$ cat src/rtl/riscv_ctrl_pkg.sv
// rtl/riscv_ctrl_pkg.sv - shared control-word layout, opcodes, FSM state and class enums
package riscv_ctrl_pkg;

    localparam int CB_MEM_TO_REG = 0;
    localparam int CB_REG_WRITE  = 1;
    localparam int CB_MEM_WRITE  = 2;
    localparam int CB_MEM_READ   = 3;
    localparam int CB_PC_SRC     = 4;
    localparam int CB_ALU_SRC    = 5;
    localparam int CB_ALU_OP_LO  = 6;
    localparam int CB_ALU_OP_HI  = 7;

    localparam logic [6:0] OP_R_FORMAT = 7'd51;
    localparam logic [6:0] OP_LOAD     = 7'd3;
    localparam logic [6:0] OP_STORE    = 7'd35;
    localparam logic [6:0] OP_BEQ      = 7'd99;

    typedef enum logic [2:0] {
        ST_FETCH  = 3'd0,
        ST_DECODE = 3'd1,
        ST_EXEC   = 3'd2,
        ST_MEM    = 3'd3,
        ST_WB     = 3'd4
    } state_t;

    typedef enum logic [2:0] {
        CL_NOP    = 3'd0,
        CL_RTYPE  = 3'd1,
        CL_LOAD   = 3'd2,
        CL_STORE  = 3'd3,
        CL_BRANCH = 3'd4
    } instr_class_t;

endpackage

$ cat src/rtl/ctrl_word_classifier.sv
// rtl/ctrl_word_classifier.sv - maps the latched control flags to an instruction class
module ctrl_word_classifier
    import riscv_ctrl_pkg::*;
(
    input  logic [4:0]   flags,
    output instr_class_t cls
);

    always_comb begin
        cls = CL_NOP;
        if (flags[CB_PC_SRC]) begin
            cls = CL_BRANCH;
        end else if (flags[CB_MEM_WRITE]) begin
            cls = CL_STORE;
        end else if (flags[CB_REG_WRITE] && (flags[CB_MEM_TO_REG] || flags[CB_MEM_READ])) begin
            cls = CL_LOAD;
        end else if (flags[CB_REG_WRITE]) begin
            cls = CL_RTYPE;
        end
    end

endmodule

$ cat src/rtl/multicycle_sequencer.sv
// rtl/multicycle_sequencer.sv - FETCH/DECODE/EXEC/MEM/WB sequencer with cycle and retire counters
module multicycle_sequencer
    import riscv_ctrl_pkg::*;
#(
    parameter int CONTROL_LINE = 8,
    parameter int CNT_W        = 32
) (
    input  logic                    clk,
    input  logic                    rst_n,
    input  logic [CONTROL_LINE-1:0] control,
    input  logic                    alu_zero,
    input  logic                    imem_ready,
    input  logic                    dmem_ready,
    output logic                    imem_req,
    output logic                    ir_write,
    output logic                    pc_write,
    output logic                    pc_sel,
    output logic                    dmem_req,
    output logic                    dmem_we,
    output logic [1:0]              alu_op,
    output logic                    alu_src,
    output logic                    rf_we,
    output logic                    wb_sel,
    output logic                    retire,
    output logic [2:0]              state,
    output logic [CNT_W-1:0]        cycle_count,
    output logic [CNT_W-1:0]        instr_count
);

    state_t                  state_q, state_d;
    logic [CONTROL_LINE-1:0] ctrl_q, ctrl_d;
    logic [CNT_W-1:0]        cycle_count_q, cycle_count_d;
    logic [CNT_W-1:0]        instr_count_q, instr_count_d;
    instr_class_t            cls;

    ctrl_word_classifier u_classifier (
        .flags (ctrl_q[CB_PC_SRC:CB_MEM_TO_REG]),
        .cls   (cls)
    );

    always_comb begin
        state_d  = state_q;
        ctrl_d   = ctrl_q;
        imem_req = 1'b0;
        ir_write = 1'b0;
        pc_write = 1'b0;
        pc_sel   = 1'b0;
        dmem_req = 1'b0;
        dmem_we  = 1'b0;
        alu_op   = 2'b00;
        alu_src  = 1'b0;
        rf_we    = 1'b0;
        wb_sel   = 1'b0;
        retire   = 1'b0;
        case (state_q)
            ST_FETCH: begin
                imem_req = 1'b1;
                if (imem_ready) begin
                    ir_write = 1'b1;
                    pc_write = 1'b1;
                    state_d  = ST_DECODE;
                end
            end
            ST_DECODE: begin
                ctrl_d  = control;
                state_d = ST_EXEC;
            end
            ST_EXEC: begin
                alu_op  = ctrl_q[CB_ALU_OP_HI:CB_ALU_OP_LO];
                alu_src = ctrl_q[CB_ALU_SRC];
                case (cls)
                    CL_BRANCH: begin
                        pc_write = alu_zero;
                        pc_sel   = 1'b1;
                        retire   = 1'b1;
                        state_d  = ST_FETCH;
                    end
                    CL_NOP: begin
                        retire  = 1'b1;
                        state_d = ST_FETCH;
                    end
                    CL_RTYPE: state_d = ST_WB;
                    default:  state_d = ST_MEM;
                endcase
            end
            ST_MEM: begin
                alu_op   = ctrl_q[CB_ALU_OP_HI:CB_ALU_OP_LO];
                alu_src  = ctrl_q[CB_ALU_SRC];
                dmem_req = 1'b1;
                dmem_we  = (cls == CL_STORE);
                if (dmem_ready) begin
                    if (cls == CL_STORE) begin
                        retire  = 1'b1;
                        state_d = ST_FETCH;
                    end else begin
                        state_d = ST_WB;
                    end
                end
            end
            ST_WB: begin
                rf_we   = 1'b1;
                wb_sel  = ctrl_q[CB_MEM_TO_REG];
                retire  = 1'b1;
                state_d = ST_FETCH;
            end
            default: state_d = ST_FETCH;
        endcase
        // Reset must silence every strobe in the same cycle, not just from the next edge.
        if (!rst_n) begin
            imem_req = 1'b0;
            ir_write = 1'b0;
            pc_write = 1'b0;
            pc_sel   = 1'b0;
            dmem_req = 1'b0;
            dmem_we  = 1'b0;
            alu_op   = 2'b00;
            alu_src  = 1'b0;
            rf_we    = 1'b0;
            wb_sel   = 1'b0;
            retire   = 1'b0;
        end
        cycle_count_d = cycle_count_q + CNT_W'(1);
        instr_count_d = instr_count_q + (retire ? CNT_W'(1) : CNT_W'(0));
    end

    always_ff @(posedge clk) begin
        if (!rst_n) begin
            state_q       <= ST_FETCH;
            ctrl_q        <= '0;
            cycle_count_q <= '0;
            instr_count_q <= '0;
        end else begin
            state_q       <= state_d;
            ctrl_q        <= ctrl_d;
            cycle_count_q <= cycle_count_d;
            instr_count_q <= instr_count_d;
        end
    end

    assign state       = state_q;
    assign cycle_count = cycle_count_q;
    assign instr_count = instr_count_q;

endmodule

$ cat config.mk
export PLATFORM = sky130hd
export DESIGN_NAME = multicycle_sequencer
export DESIGN_NICKNAME = d
export VERILOG_FILES = /design/src/rtl/riscv_ctrl_pkg.sv /design/src/rtl/ctrl_word_classifier.sv /design/src/rtl/multicycle_sequencer.sv
export SDC_FILE = /design/constraint.sdc
export NUM_CORES = 1
export LEC_CHECK = 0
export BUFFER_PORTS_ARGS = -buffer_cell sky130_fd_sc_hd__buf_2
export CAP_MARGIN = 10
export CORE_MARGIN = 8
export CORE_UTILIZATION = 47
export DETAILED_ROUTE_END_ITERATION = 16
export PLACE_DENSITY = 0.82
export SLEW_MARGIN = 5
export SYNTH_ARGS = -nofsm -noshare
export SYNTH_HDL_FRONTEND = slang
export SYNTH_SLANG_ARGS = --single-unit
$ cat constraint.sdc
create_clock -name clk -period 3 [get_ports clk]
set_clock_uncertainty 0.1 [all_clocks]
set_input_delay 0.75 -clock clk [delete_from_list [all_inputs] [get_ports clk]]
set_output_delay 0.75 -clock clk [all_outputs]
set_load 0.005 [all_outputs]
==> impl_metrics.ini <==
[sta]
finalSetupTns_ns = 0
fin_crit_sh = 0.8519
setup_viol = 0
relSlewSlack = 0.5115
rsz0062_at_grt = no
fmax_ghz = 0.3913
min_period_ns = 2.556
finalHoldViolCount = 0
worst_slew_pin_slew_ns = 0.7327
drv_slew = 0

[power]
peakVddDrop_mv = 0.2604
leakage_nw = 1.710
power_density_nw_per_um2 = 442.5

[clock_tree]
cts_max_level = 3
numClockSinks = 75
hold_buffers = 0
cts_setup_buffers = 0
clkTransAtPathRegs_ns = 0.07
cts_tree = yes
numCtsBuffers = 9
clock-root-buffer = clkbuf_8
clkLatencyLatePin_ns = 0.34
cts.repair.resized = 0
clockBufferDepth = 2

[drt]
route.detailed.drc = 0
wire_per_inst_um = 14.76
dr.pass1.iters = 4
drt_iter0_markers = 140
routed_wl_um = 8769
viasPerCell = 5.603
vias = 3328
drtAntennaViolNets = 0

[logic_synthesis]
synth_top_area_frac = 0.4309
syn_area_um2 = 3485
synth-seq-cells = 75
syn_nets = 420
seq_area_frac_synth = 0.4309
synth_mux_area_frac = 0.02585
synth_xor_area_frac = 0.06032
avgSynthCellArea_um2 = 8.625
synth_top_family_by_area = simple AND/OR/NAND/NOR gates
synthDistinctLibCells = 38
synthCells = 404
synth_simple_gate_area_frac = 0.3005
synth_compound_gate_area_share = 0.1350
synthTopCellsByArea = dfxtp_1 (43%), a21oi_1 (5.2%), or4_1 (4.7%)
synth_adder_area_share = 0.01077
synth_warnings = 0
synth-edff-count = 0
async_reset_ff_frac = 0
synth_top_area_cell = dfxtp_1
ys.flop_type = dfxtp_1

[placement]
io_buffers = 91
placed_area_um2 = 4021
hpwl_um = 6271
dpl.cell_count = 579
gp_congestion = 0.8394

[worst_setup_path]
ff2ff_path_depth = 10
crit_arrival_ns = 2.72
crit_fanout = 21
critPathMaxStageDelay_ns = 0.52
worst_setup_path_start_kind = flop
crit_start = ctrl_q[2]$_SDFFE_PN0P_
path_class = reg -> reg
r2r_end = instr_count[29]$_SDFF_PN0_
crit_chain = nor2b_1, nand3_1, a21oi_1, or2_2, ha_1, and2_1, nand4_1, buf_4, or4_1, a21oi_1
crit_slowest_cell = or4_1
timing.critical_path.mode_cell = a21oi_1
required_ns = 3.16
end_kind = flop
rr_startpoint = ctrl_q[2]$_SDFFE_PN0P_
r2r_slack_ns = 0.44

[hold_path]
hp-start = instr_count[31]$_SDFF_PN0_
hold_end = instr_count[31]$_SDFF_PN0_
hold_class = reg -> reg
hold_depth = 2

[grt]
antenna_found_initial = 0
track_usage = 0.1709
grt_max_degree = 70
grt_pass1_wl_um = 14610
grt_pass1_vias = 3227
gr-total-overflow = 0

[finish]
design_area_um2 = 4215
final_common_cell = buf_2
instances_no_fill = 594
drive_gt1_frac = 0.2343
n_antenna_cell = 0
layout_common_cells = buf_2 (91), dfxtp_1 (75), nor2_1 (36), a21oi_1 (36), nand3_1 (25)
fillers = 682
syn_to_final_growth_pct = 20.97
nNetsFinal = 507

[run_status]
status = finished clean

[floorplanning]
io_pins = 92
fp.coreArea_um2 = 7214
die_h_um = 102.1
die_w_um = 102.1
num_rows = 31
die-area_um2 = 10430
start_util = 0.4830

[run]
maxCapViolations = 0
-- stage by stage --
stage | total power [mW] | hold slack, ns | setup slack, ns | utilization
global placement | 1.121 | 0.3595 | 0.1919 | 0.5574
detailed placement | 1.121 | 0.3709 | 0.1275 | 0.5574
floorplan | 1.090 | 0.3515 | 0.01370 | -
CTS | 1.883 | 0.3823 | 0.4506 | 0.5843
global route | 1.941 | 0.4163 | 0.2203 | 0.5843
finish | 1.865 | 0.3836 | 0.4443 | 0.5843
-- routing by layer --
metal | track usage | part of all wire | up-vias
li1 | - | - | 1667
met1 | 0.2077 | 0.46 | 1563
met2 | 0.2859 | 0.47 | 92
met3 | 0.04564 | 0.066 | 6
met4 | 0.05418 | 0.0075 | 0
met5 | 0 | 0 | -
-- Yosys cell counts (2+ instances only) --
master	number
ha_1	3
or3_1	15
a21oi_1	36
nand4_1	14
inv_1	8
nand2_1	23
and4_1	9
nor2b_1	2
dfxtp_1	75
o21bai_1	2
o21ai_0	15
o31ai_1	20
xnor2_1	9
buf_6	2
nor3_1	3
nor2_1	36
mux2i_1	9
and2_1	10
nand2b_1	2
and3_1	10
nor3b_1	2
xor2_1	15
buf_1	2
or4_1	22
nand3_1	25
nor4_1	7
clkbuf_1	17
-- kinds of logic (layout without fill, tap and decap cells) --
family | Yosys count | in the layout
AOI/OAI and AO/OA | 79 | 79
xor gates and xnor gates | 24 | 24
adders and majority gates | 3 | 3
buffers and inverters | 30 | 121
DFF | 75 | 75
muxes | 9 | 9
and+or+nand+nor | 184 | 184
-- state kept, by name (all words and copies together), names as in the netlist --
signal,count
cycle_count,32
instr_count,32
ctrl_q,8
state,3
-- layout make-up --
type	count	area, µm²	share of cell area
well taps	99	123.9	0.02939
clock inverters	2	35.03	0.008311
flip-flops and latches	75	1501	0.3562
clock buffers	13	158.9	0.03770
inverters	9	33.78	0.008014
multi-input cells	299	1862	0.4417
repair buffers	97	500.5	0.1187
-- how the worst max path moves through the flow --
| stage | end |
|---|---|
| 3_3_place_gp | instr_count[29]$_SDFF_PN0_ |
| 2_1_floorplan | instr_count[30]$_SDFF_PN0_ |
| 4_1_cts | pc_write |
| 5_1_grt | instr_count[19]$_SDFF_PN0_ |
| 6_report | instr_count[29]$_SDFF_PN0_ |
| 3_5_place_dp | instr_count[29]$_SDFF_PN0_ |
-- critical path: cells and delay by family, from the launching register on --
family | cells | cell delay, ns
AO/OA/AOI/OAI | 2 | 0.31
adder cells (fa/ha/maj) | 1 | 0.15
flip-flops | 1 | 0.38
buffers and inverters | 1 | 0.21
AND/OR/NAND/NOR | 6 | 1.35
-- report_power, final --
group          total [mW]  internal, mW  switching (mW)
logic              0.0760        0.0326          0.0433
registers            1.02          1.01          0.0161
clock network       0.767         0.425           0.342
total                1.87          1.46           0.401
(Power assumes the default switching activity.)
